### config.mk
export PLATFORM = sky130hd
export DESIGN_NAME = regfile_mp
export DESIGN_NICKNAME = d
export VERILOG_FILES = /design/src/rtl/regfile_pkg.sv /design/src/rtl/regfile_scoreboard.sv /design/src/rtl/regfile_mp.sv
export SDC_FILE = /design/constraint.sdc
export NUM_CORES = 1
export LEC_CHECK = 0
export CORE_MARGIN = 2
export CORE_UTILIZATION = 36
export CTS_CLUSTER_DIAMETER = 30
export DETAILED_ROUTE_END_ITERATION = 6
export DONT_BUFFER_PORTS = 1
export MAX_ROUTING_LAYER = met4
export PLACE_DENSITY = 0.49
export SLEW_MARGIN = 20
export SYNTH_ARGS = -nofsm -noshare
export SYNTH_HDL_FRONTEND = slang
export SYNTH_SLANG_ARGS = --single-unit
### constraint.sdc
create_clock -name clk -period 5 [get_ports clk]
set_clock_uncertainty 0.2 [all_clocks]
set_input_delay 1 -clock clk [delete_from_list [all_inputs] [get_ports clk]]
set_output_delay 1 -clock clk [all_outputs]
set_load 0.1 [all_outputs]
### src/rtl/regfile_pkg.sv
// Shared definitions for the multi-port register file.
// Holds the clear/run state encoding and the default geometry that decode
// and writeback also use, so all three agree on XLEN and register count.
package regfile_pkg;

  typedef enum logic {
    ST_CLEAR = 1'b0,
    ST_RUN   = 1'b1
  } state_t;

  localparam int DEF_XLEN  = 32;
  localparam int DEF_NREGS = 32;

endpackage

### src/rtl/regfile_scoreboard.sv
// Per-register pending bits for RAW hazard detection at decode.
// Ports:
//   clk, rst_n   clock, synchronous active-low reset (clears every bit)
//   ready        register file is out of its clear sweep; lookups read 0 otherwise
//   set_en/addr  qualified reserve: mark a register pending
//   clr_en/addr  qualified write: mark a register no longer pending
//   raddr        NREAD packed read addresses
//   rok          per-port "address names a real, non-hardwired register"
//   lpend        per-port pending bit of the addressed register
module regfile_scoreboard
  import regfile_pkg::*;
#(
  parameter int NREGS = DEF_NREGS,
  parameter int NREAD = 2,
  parameter int AW    = $clog2(NREGS)
) (
  input  logic                clk,
  input  logic                rst_n,
  input  logic                ready,
  input  logic                set_en,
  input  logic [AW-1:0]       set_addr,
  input  logic                clr_en,
  input  logic [AW-1:0]       clr_addr,
  input  logic [NREAD*AW-1:0] raddr,
  input  logic [NREAD-1:0]    rok,
  output logic [NREAD-1:0]    lpend
);

  logic [NREGS-1:0] pend;

  // Set is applied after clear so a reserve and a write to the same
  // register in one cycle leave it pending.
  always_ff @(posedge clk) begin
    if (!rst_n) begin
      pend <= '0;
    end else begin
      if (clr_en) pend[clr_addr] <= 1'b0;
      if (set_en) pend[set_addr] <= 1'b1;
    end
  end

  for (genvar i = 0; i < NREAD; i++) begin : g_lk
    assign lpend[i] = ready && rok[i] && pend[raddr[i*AW +: AW]];
  end

endmodule

### src/rtl/regfile_mp.sv
// Parametrised multi-read, single-write register file with a post-reset
// clear sweep, optional hardwired-zero register 0, optional write-to-read
// bypass and a per-register pending scoreboard.
// Ports:
//   clk, rst_n          clock, synchronous active-low reset
//   ready               clear sweep complete; writes/reserves accepted only when high
//   raddr/rdata/rpend   NREAD combinational read ports (packed, port i at slice i)
//   we/waddr/wdata      writeback port
//   rsv_valid/rsv_addr  decode reservation of a destination register
module regfile_mp
  import regfile_pkg::*;
#(
  parameter int   XLEN     = DEF_XLEN,
  parameter int   NREGS    = DEF_NREGS,
  parameter int   NREAD    = 2,
  parameter bit   ZERO_REG = 1'b1,
  parameter bit   BYPASS   = 1'b1,
  localparam int  AW       = $clog2(NREGS)
) (
  input  logic                  clk,
  input  logic                  rst_n,
  output logic                  ready,
  input  logic [NREAD*AW-1:0]   raddr,
  output logic [NREAD*XLEN-1:0] rdata,
  output logic [NREAD-1:0]      rpend,
  input  logic                  we,
  input  logic [AW-1:0]         waddr,
  input  logic [XLEN-1:0]       wdata,
  input  logic                  rsv_valid,
  input  logic [AW-1:0]         rsv_addr
);

  // Address names a real register that can hold state.
  function automatic logic addr_ok(input logic [AW-1:0] a);
    return (32'(a) < NREGS) && !(ZERO_REG && (a == '0));
  endfunction

  state_t          state;
  logic [AW-1:0]   clr_idx;
  logic [XLEN-1:0] mem [NREGS];
  logic            wr_ok, rsv_ok;
  logic [NREAD-1:0] rok, byp, sb_pend;

  assign wr_ok  = ready && we && addr_ok(waddr);
  assign rsv_ok = ready && rsv_valid && addr_ok(rsv_addr);

  // Clear FSM; ready is registered and rises with the move to RUN.
  always_ff @(posedge clk) begin
    if (!rst_n) begin
      state   <= ST_CLEAR;
      clr_idx <= '0;
      ready   <= 1'b0;
    end else begin
      case (state)
        ST_CLEAR: begin
          clr_idx <= clr_idx + 1'b1;
          if (32'(clr_idx) == NREGS - 1) begin
            state <= ST_RUN;
            ready <= 1'b1;
          end
        end
        ST_RUN: ;
        default: state <= ST_CLEAR;
      endcase
    end
  end

  // Data array has no reset of its own; the sweep zeroes it after reset.
  always_ff @(posedge clk) begin
    if (rst_n) begin
      if (state == ST_CLEAR) mem[clr_idx] <= '0;
      else if (wr_ok)        mem[waddr]   <= wdata;
    end
  end

  regfile_scoreboard #(
    .NREGS (NREGS),
    .NREAD (NREAD),
    .AW    (AW)
  ) u_sb (
    .clk      (clk),
    .rst_n    (rst_n),
    .ready    (ready),
    .set_en   (rsv_ok),
    .set_addr (rsv_addr),
    .clr_en   (wr_ok),
    .clr_addr (waddr),
    .raddr    (raddr),
    .rok      (rok),
    .lpend    (sb_pend)
  );

  for (genvar i = 0; i < NREAD; i++) begin : g_rd
    logic [AW-1:0] a;
    assign a      = raddr[i*AW +: AW];
    assign rok[i] = addr_ok(a);
    // Forwarding only ever sees qualified writes, so reg 0 and
    // out-of-range addresses never pick up wdata.
    assign byp[i] = BYPASS && wr_ok && (waddr == a);
    assign rdata[i*XLEN +: XLEN] = (!ready || !rok[i]) ? '0 :
                                   byp[i]              ? wdata : mem[a];
    // A bypassed write is also clearing the pending bit this cycle.
    assign rpend[i] = sb_pend[i] && !byp[i];
  end

endmodule

After elaboration in Yosys (flattened, before gate mapping)
Memory sizes are Yosys's and may differ from the RTL's. Index checks and enable logic that the tools add are counted. W data, S select, Z words.

Output and inout port bits: 67. Flip-flop bits (word level): 39. Memories kept: 1. Bits in writable memories: 1024.

Reduce and logical (&&, ||, !) cells: 29. Multiplexer cells: 27. Magnitude comparators: 6. $add $sub $neg: 1. Equality and inequality tests: 3. Bitwise logic cells: 4.

Memories: mem (words 32, bits a word 32, rd ports 2, clocked after memory_dff 0, write ports 1, line regfile_mp.sv:40) `logic [XLEN-1:0] mem [NREGS];`.

Operators by type and width (number): $mux W32 (8); $and A32 B32 Y32 (1); $not A32 Y32 (1); $or A32 B32 Y32 (1); $reduce_or A32 Y1 (1); $lt A5 B6 Y1 const B (4); $logic_not A5 Y1 (4); $logic_and A1 B1 Y1 (14); $mux W1 (14); $bmux W1 S5 (2); $demux W1 S5 (2); $eq A5 B5 Y1 (2); $ge A5 B1 Y1 const B (2); $logic_not A1 Y1 (7); $add A5 B1 Y5 const B (1); $eq A5 B5 Y1 const B (1); $mux W5 (1); $logic_or A1 B1 Y1 (2); $reduce_and A2 Y1 (1); $not A1 Y1 (1).

Logic depth before layout (Yosys ltp)
Gate-level depths: netlist (run 1).

Word-level depth: 10. Depth in mapped cells: 10. Mapped depth without buffers: 5.

Hierarchy
A second synthesis (run 1) with hierarchy kept.

Cells, all modules: 2944. Area total of the unflattened synthesis: 51112.8 um^2.

Modules (own cells, without submodules): regfile_mp (cells an instance 2743, area an instance 49139.6 um^2, seq. area each 30889.6 um^2, instances 1); regfile_scoreboard (cells an instance 201, area an instance 1973.1 um^2, seq. area each 640.6 um^2, instances 1).

Least setup slack after synthesis (run 1)
OpenSTA, ideal clock, no wires.

Kind: input-to-output. Start: input raddr[5]. End: output rdata[61]. Buffers on the path: 4. Arrival: 4.587 ns. Slack: -0.787 ns. Stages: 9. Cells stage by stage: buf_6 -> buf_4 -> buf_4 -> buf_4 -> mux2i_1 -> a221oi_1 -> a21oi_1 -> a22o_1 -> o31ai_1.

Word-level cells in the longest chain between the ends: 4. Elaborated cells on any way between the ends: 7. Those cells by class: eq/ne: 1; mux: 2; reduce/logical: 3; memory: 1.

Ends and longest elaborated chain: start: declaration (line regfile_mp.sv:23) `input logic [NREAD*AW-1:0] raddr,`; branches (longest 3 deep; another with $mem_v2 Z32 W32); $mux W32 * (line regfile_mp.sv:100) `assign rdata[i*XLEN +: XLEN] = (!ready || !rok[i]) ? '0 :`; end: declaration (line regfile_mp.sv:24) `output logic [NREAD*XLEN-1:0] rdata,`.

Every way passes the cells marked *.

Worst setup path after layout (run 1)
Start: input raddr[0]. End: output rdata[10].

The elaborated chain is that of the path after synthesis.

==> results of run 1 <==
[cells in the mapped netlist, types with 12 or more instances]
cell         n  share of area, %
o221ai_1    38              0.65
nor2_1      57              0.42
mux2_2      19              0.42
buf_4       29              0.43
a21boi_0    87               1.3
a21oi_1     20              0.20
edfxtp_1  1024                60
mux2i_1    361               7.1
nand2b_1    12              0.15
nand2_1     78              0.58
a32o_1      13              0.26
buf_2       76              0.75
a21o_1      39              0.58
dfxtp_1     39               1.5
o21ai_0     90              0.88
and2_1      39              0.48
a222oi_1    39              0.77
a221oi_1   153               2.6
clkbuf_1   119              0.88
a211o_1     27              0.46
a22oi_1     69               1.0
nand3_1     16              0.16
mux4_2     367                16
[where the power goes]
group	total [uW]	internal, uW	switching (uW)	leakage [uW]
combinational	1100	487	616	0.00766
sequential	9730	9710	26.7	0.0104
clock	16000	10900	5090	0.00403
total	26900	21100	5730	0.0221
[registers in the layout, indices dropped and copies added (netlist names)]
register	count
clr_idx	5
mem	1024
ready	1
state	1
u_sb.pend	32
[what timing repair did]
action,CTS,global route
endpoints found under the hold margin,0,0
gates resized for setup,0,6
setup endpoints to repair,0,26
[final cells by class]
class / count / area share [%]
sequential: 1063 / 49.4
multi-input combinational: 1619 / 29.4
clock buffer: 274 / 9.74
timing repair buffer: 174 / 4.41
tap: 1876 / 3.68
clock inverter: 171 / 3.35
inverter: 7 / 0.0490
antenna: 1 / 0.00392
[cells by family after synthesis]
logic type	Yosys count	share of synthesized area (%)
and+or+nand+nor	251	2.46
muxes	747	23.8
adders and majority gates	2	0.0491
AOI/OAI and AO/OA	607	9.25
DFF	1063	61.9
xor gates and xnor gates	12	0.206
buffers and inverters	250	2.36
[per-stage QoR]
step	TNS, ns	cells	utilization, %	worst slack, ns
final	0	5185	45.6	0.0973
after global routing	0	5185	45.6	0.0258
after CTS	0	5172	45.4	0.264
after detailed placement	0	4727	39.4	0.429
after global placement	0	4727	39.4	0.441
after floorplan	-2.44	2932	-	-0.112
[worst max-delay path: cells and delay by family]
kind | cells | cell delay (ns)
AO/OA/AOI/OAI | 4 | 1.32
buffers and inverters | 4 | 1.13
multiplexers | 1 | 0.13
[cells in the final DEF, fill, tap and decap left out, types with 41 or more instances in the layout]
| cell | count |
|---|---|
| mux2i_1 | 361 |
| buf_12 | 105 |
| a221oi_1 | 153 |
| mux4_2 | 367 |
| a22oi_1 | 68 |
| edfxtp_1 | 1024 |
| bufinv_16 | 41 |
| nand2_1 | 78 |
| a21boi_0 | 85 |
| clkbuf_16 | 249 |
| clkinv_2 | 41 |
| o21ai_0 | 89 |
| buf_4 | 57 |
[layer usage]
layer  up-vias  global-route usage (%)
met5         -                       -
met4         0                    10.3
met3       364                    3.87
met2      1463                    40.1
met1     17400                    31.3
li1      13100                       -
[worst paths after layout]
check / startpoint / endpoint / slack [ns] / cells after the start
setup / recovery: raddr[0] / rdata[10] / 0.1 / 9
hold / removal: rst_n / u_sb.pend[14] / 0.11 / 1
setup reg to reg: ready / mem[18][11] / 1.17 / 7
hold reg to reg: u_sb.pend[22] / u_sb.pend[22] / 0.30 / 2
==> out/qor.csv, run 1 <==
stage,metric,value,unit
sta,WHS,0.114,ns
clock_tree,"Setup Fix Bufs, Post-CTS",0,
clock_tree,worst skew pair latency,0.82,ns
clock_tree,TritonCTS Buffers,237,
synth,"FFs w/ async S/R, synth",0,%
routing,DR WL/cell,34.5,um
setup_path,"Largest stage delay, worst path",0.56,ns
routing,initial DRC count,3536,
setup_path,CP Capture Type,output pin,
routing,DRT Pass-1 Iters,6,
synth,synthesized cell area,0.0509,mm2
finish,register area,0.0315,mm2
setup_path,crit path launch type,input port,
synth,Synth Net Count,2990,
clock_tree,clk buf depth,3,
placed_design,Final GP Congestion,0.822,
sta,Tmin final,4.90,ns
global_routing,vias in the first global route,33600,
routing,routed wl met2,88100,um
sta,max frequency,0.204,GHz
routing,wire length on met1,72600,um
synth,#FFs+latches synth,1063,
global_routing,GRT overflow,0,
global_routing,largest net degree at the start of global routing,383,
routing,# DRC,0,
global_routing,Total GRT Usage,24.8,%
min_path,worst hold path class,input port to flop,
routing,DR vias,32300,
synth,mean post-synth cell area,17.4,um2
die,die area,0.144,mm2
die,row cnt,137,
synth,post-synthesis sequential area ratio,61.9,%
die,Die Wd,380,um
run,max cap viols,0,
clock_tree,CTS sink count,1063,
setup_path,WP data arrival,3.70,ns
routing,highest routed layer,met4,
clock_tree,CTS tree,done,
power,PD cells,421,mW/mm2
clock_tree,clk root buf,clkbuf_16,
setup_path,Critical-path top delay cell,a21boi_0,
placed_design,Post-DP Area,0.0552,mm2
power,maximum VDD drop,0.293,mV
setup_path,Crit Path Max Fanout,37,
sta,Final period util,98.1,%
finish,multi-input logic area,0.0188,mm2
sta,Final setup viols,0,
finish,final non-filler cell area,0.0638,mm2
synth,warning count from the yosys run,0,
clock_tree,H-tree lvl count,4,
routing,Post-Route WL,179000,um
finish,Layout area overhead,25.4,%
die,I/O pin count,123,
synth,Syn Inst Count,2932,
power,Static Leak,0.0221,uW
sta,Slew @ Worst Pin,1.16,ns
die,die height,380,um
setup_path,Crit Path Class,input port to output pin,
power,overall power,26900,uW
routing,vias per inst,6.24,
synth,"Primary FF master, synth",edfxtp_1,
sta,Hold Fails Final Rpt,0,
global_routing,first-pass GRT wire length,249000,um
sta,Slew HR,22.4,%
routing,metal3 WL,11400,um
synth,"EDFF count, synth",1024,
finish,proportion of layout cells with a drive suffix above 1,31.5,%
placed_design,Final HPWL DP,92900,um
die,Core Box Area,0.140,mm2
clock_tree,clock slew at reported path FFs,0.05,ns
finish,Fillers,11900,
setup_path,critical path's most frequent cell,buf_16,
sta,final max-slew violation count,0,
setup_path,crit path cell chain,buf_16 > buf_16 > clkbuf_16 > mux2i_1 > a221oi_1 > o21ai_0 > a21boi_0 > a211o_1 > buf_12,
die,initial cell density of the core,36.4,%
global_routing,initial antenna violation count,5,
setup_path,CP Data Required Time,3.80,ns
finish,Final nets,3160,
placed_design,Buffers on Ports,0,
sta,RSZ-0062 raised after global routing,false,
clock_tree,cts hold-fix bufs,0,
synth,Cell variety after synth,59,
status,outcome,"finished, final reports clean",
routing,ANT nets after route,0,
Power figures use the tool's default switching activity.
==> inputs of run 2 (changes only) <==
CTS_CLUSTER_DIAMETER = default   (was 30)
==> run 2 against run 1 <==
Critical path type unchanged. Setup slack gained 0.090 ns. Register-to-register slack gained 0.05 ns. Power shrank 29%. Largest power group is now registers. First-iteration DRC count shrank 0.82%.
==> out/qor.csv, run 2 (same netlist as run 1, synthesis figures left out) <==
stage,metric,value,unit,change
status,outcome,"finished, final reports clean",,
power,part of the power in combinational logic,5.6,%,+1.5 points
global_routing,largest net degree at the start of global routing,383,,unchanged
min_path,Hold EP,state,,
power,Sw Share,22.2,%,+0.85 points
finish,register area,0.0315,mm2,unchanged
clock_tree,TritonCTS Buffers,114,,-52%
power,overall power,19200,uW,-29%
sta,RSZ-0062 raised after global routing,false,,
finish,most frequent cells in the layout,"1,024 x edfxtp_1, 367 x mux4_2, 361 x mux2i_1",,
finish,Final nets,3036,,-3.9%
placed_design,Final HPWL DP,92900,um,unchanged
finish,fin cells,4953,,-4.5%
clock_tree,clk buf depth,3,,unchanged
die,Core Box Area,0.140,mm2,unchanged
power,PD cells,325,mW/mm2,-23%
routing,initial DRC count,3507,,-0.82%
power,Net Switching,4260,uW,-26%
sta,Tmin final,4.81,ns,-0.0904 ns
setup_path,Crit Path Max Fanout,85,,+130%
routing,wire length on met1,71300,um,-1.8%
setup_path,CP Capture Type,output pin,,
routing,DRT Pass-1 Iters,7,,+1
die,row cnt,137,,unchanged
sta,Slew @ Worst Pin,1.15,ns,-0.00574 ns
clock_tree,CTS sink count,1063,,unchanged
setup_path,Crit Reg-Reg Endpoint,mem[18][15],,
min_path,worst hold start,rst_n,,
min_path,worst hold path class,input port to flop,,
sta,final max-slew violation count,0,,unchanged
sta,TNS Setup,0,ns,unchanged
power,Static Leak,0.0198,uW,-10%
global_routing,Total GRT Usage,24.4,%,-0.46 points
setup_path,flop2flop setup slack,1.22,ns,+0.05 ns
finish,final non-filler cell area,0.0591,mm2,-7.4%
routing,DR WL/cell,35.3,um,+2.3%
power,clock power share,43.9,%,-16 points
die,Die Wd,380,um,unchanged
global_routing,GRT overflow,0,,unchanged
finish,Largest register FFs,1024,,unchanged
clock_tree,clk root buf,clkbuf_16,,
finish,multi-input logic area,0.0187,mm2,about the same
routing,DR vias,31300,,-3.3%
placed_design,Final GP Congestion,0.822,,unchanged
clock_tree,H-tree lvl count,3,,-1
finish,Layout area overhead,16.0,%,
clock_tree,cts hold-fix bufs,0,,unchanged
routing,metal3 WL,10700,um,-6.1%
routing,vias per inst,6.31,,+1.3%
sta,Final setup viols,0,,unchanged
routing,routed wl met2,85800,um,-2.6%
setup_path,Crit Path Class,input port to output pin,,
sta,max frequency,0.208,GHz,+1.9%
finish,"most common cell after layout, fill and taps aside",edfxtp_1,,
routing,Post-Route WL,175000,um,-2.3%
routing,highest routed layer,met4,,
power,Internal Power,14900,uW,-29%
sta,Hold Fails Final Rpt,0,,unchanged
finish,register bank with the most flops,mem,,
min_path,Hold Path Cell Cnt,1,,unchanged
setup_path,CP Data Required Time,3.80,ns,about the same
setup_path,r2r startpoint,ready,,
clock_tree,cts repair resizes,0,,unchanged
clock_tree,clock slew at reported path FFs,0.06,ns,about the same
global_routing,initial antenna violation count,4,,-1
setup_path,WP data arrival,3.61,ns,-0.09 ns
clock_tree,"Setup Fix Bufs, Post-CTS",0,,unchanged
routing,# DRC,0,,unchanged
die,I/O pin count,123,,unchanged
placed_design,Post-DP Area,0.0552,mm2,unchanged
placed_design,Placed Instances,4727,,unchanged
placed_design,Buffers on Ports,0,,unchanged
setup_path,Worst R2R Path Depth,7,,unchanged
power,Seq pwr share,50.5,%,+14 points
setup_path,crit path launch type,input port,,
sta,Slew HR,22.8,%,+0.38 points
clock_tree,worst skew pair latency,0.72,ns,-0.10 ns
run,max cap viols,0,,unchanged
die,initial cell density of the core,36.4,%,unchanged
global_routing,first-pass GRT wire length,245000,um,-1.6%
finish,Fillers,12300,,+3.1%
die,die height,380,um,unchanged
finish,proportion of layout cells with a drive suffix above 1,26.7,%,-4.8 points
sta,Final period util,96.2,%,-1.8 points
die,die area,0.144,mm2,unchanged
global_routing,vias in the first global route,32300,,-3.9%
clock_tree,CTS tree,done,,
power,maximum VDD drop,0.261,mV,-11%
routing,ANT nets after route,0,,unchanged
finish,Largest regs,"mem: 1024 flops, u_sb.pend: 32 flops, clr_idx: 5 flops",,
## run 2: changes by cell type in the layout (fill, tap and decap cells not counted), moves of 8 or more
cell	change
clkinvlp_4	-18
clkinv_4	-10
clkbuf_1	-8
clkbuf_16	-128
clkinv_2	-13
clkinv_1	-8
bufinv_16	-31
## run 2: layout make-up
cell class                 instances  share of cell area, %
sequential                      1063                   53.4
multi-input combinational       1619                   31.7
clock buffer                     137                   5.08
timing repair buffer             173                   4.66
tap                             1876                   3.97
clock inverter                    77                   1.13
inverter                           7                 0.0529
antenna                            1                0.00424
## run 2: through the flow
stage	hold slack (ns)	util (%)	setup slack, ns
3_5_place_dp	0.287	39.4	0.429
6_report	0.197	42.2	0.188
2_1_floorplan	0.247	-	-0.112
5_1_grt	0.188	42.2	0.0666
3_3_place_gp	0.277	39.4	0.441
4_1_cts	0.138	42.1	0.345
## run 2: per-layer routing
metal  vias up  global-route usage [%]
li1      12700                       -
met1     16900                    31.2
met2      1345                    39.6
met3       354                    3.10
met4         0                    9.47
met5         -                       -
## run 2: worst max-delay path: stages
cell,delay [ns]
buf_16,0.33
buf_16,0.31
mux4_2,0.56
a22oi_1,0.38
a21boi_0,0.19
buf_4,0.18
a211o_1,0.31
buf_12,0.18
## run 2: power by group through the flow
stage          clock network (uW)  logic, uW  registers, uW
2_1_floorplan                   0        860           9880
3_3_place_gp                    0        965           9880
3_5_place_dp                    0        963           9890
4_1_cts                      8550        967           9700
5_1_grt                      8880       1110           9700
6_report                     8430       1070           9700
## run 2: worst max-delay path by stage
stage                  start        end
detailed placement  raddr[1]  rdata[18]
global placement    raddr[0]  rdata[18]
floorplan           waddr[2]  rdata[40]
CTS                    ready  rdata[14]
global route        raddr[0]  rdata[15]
finish              raddr[0]  rdata[20]
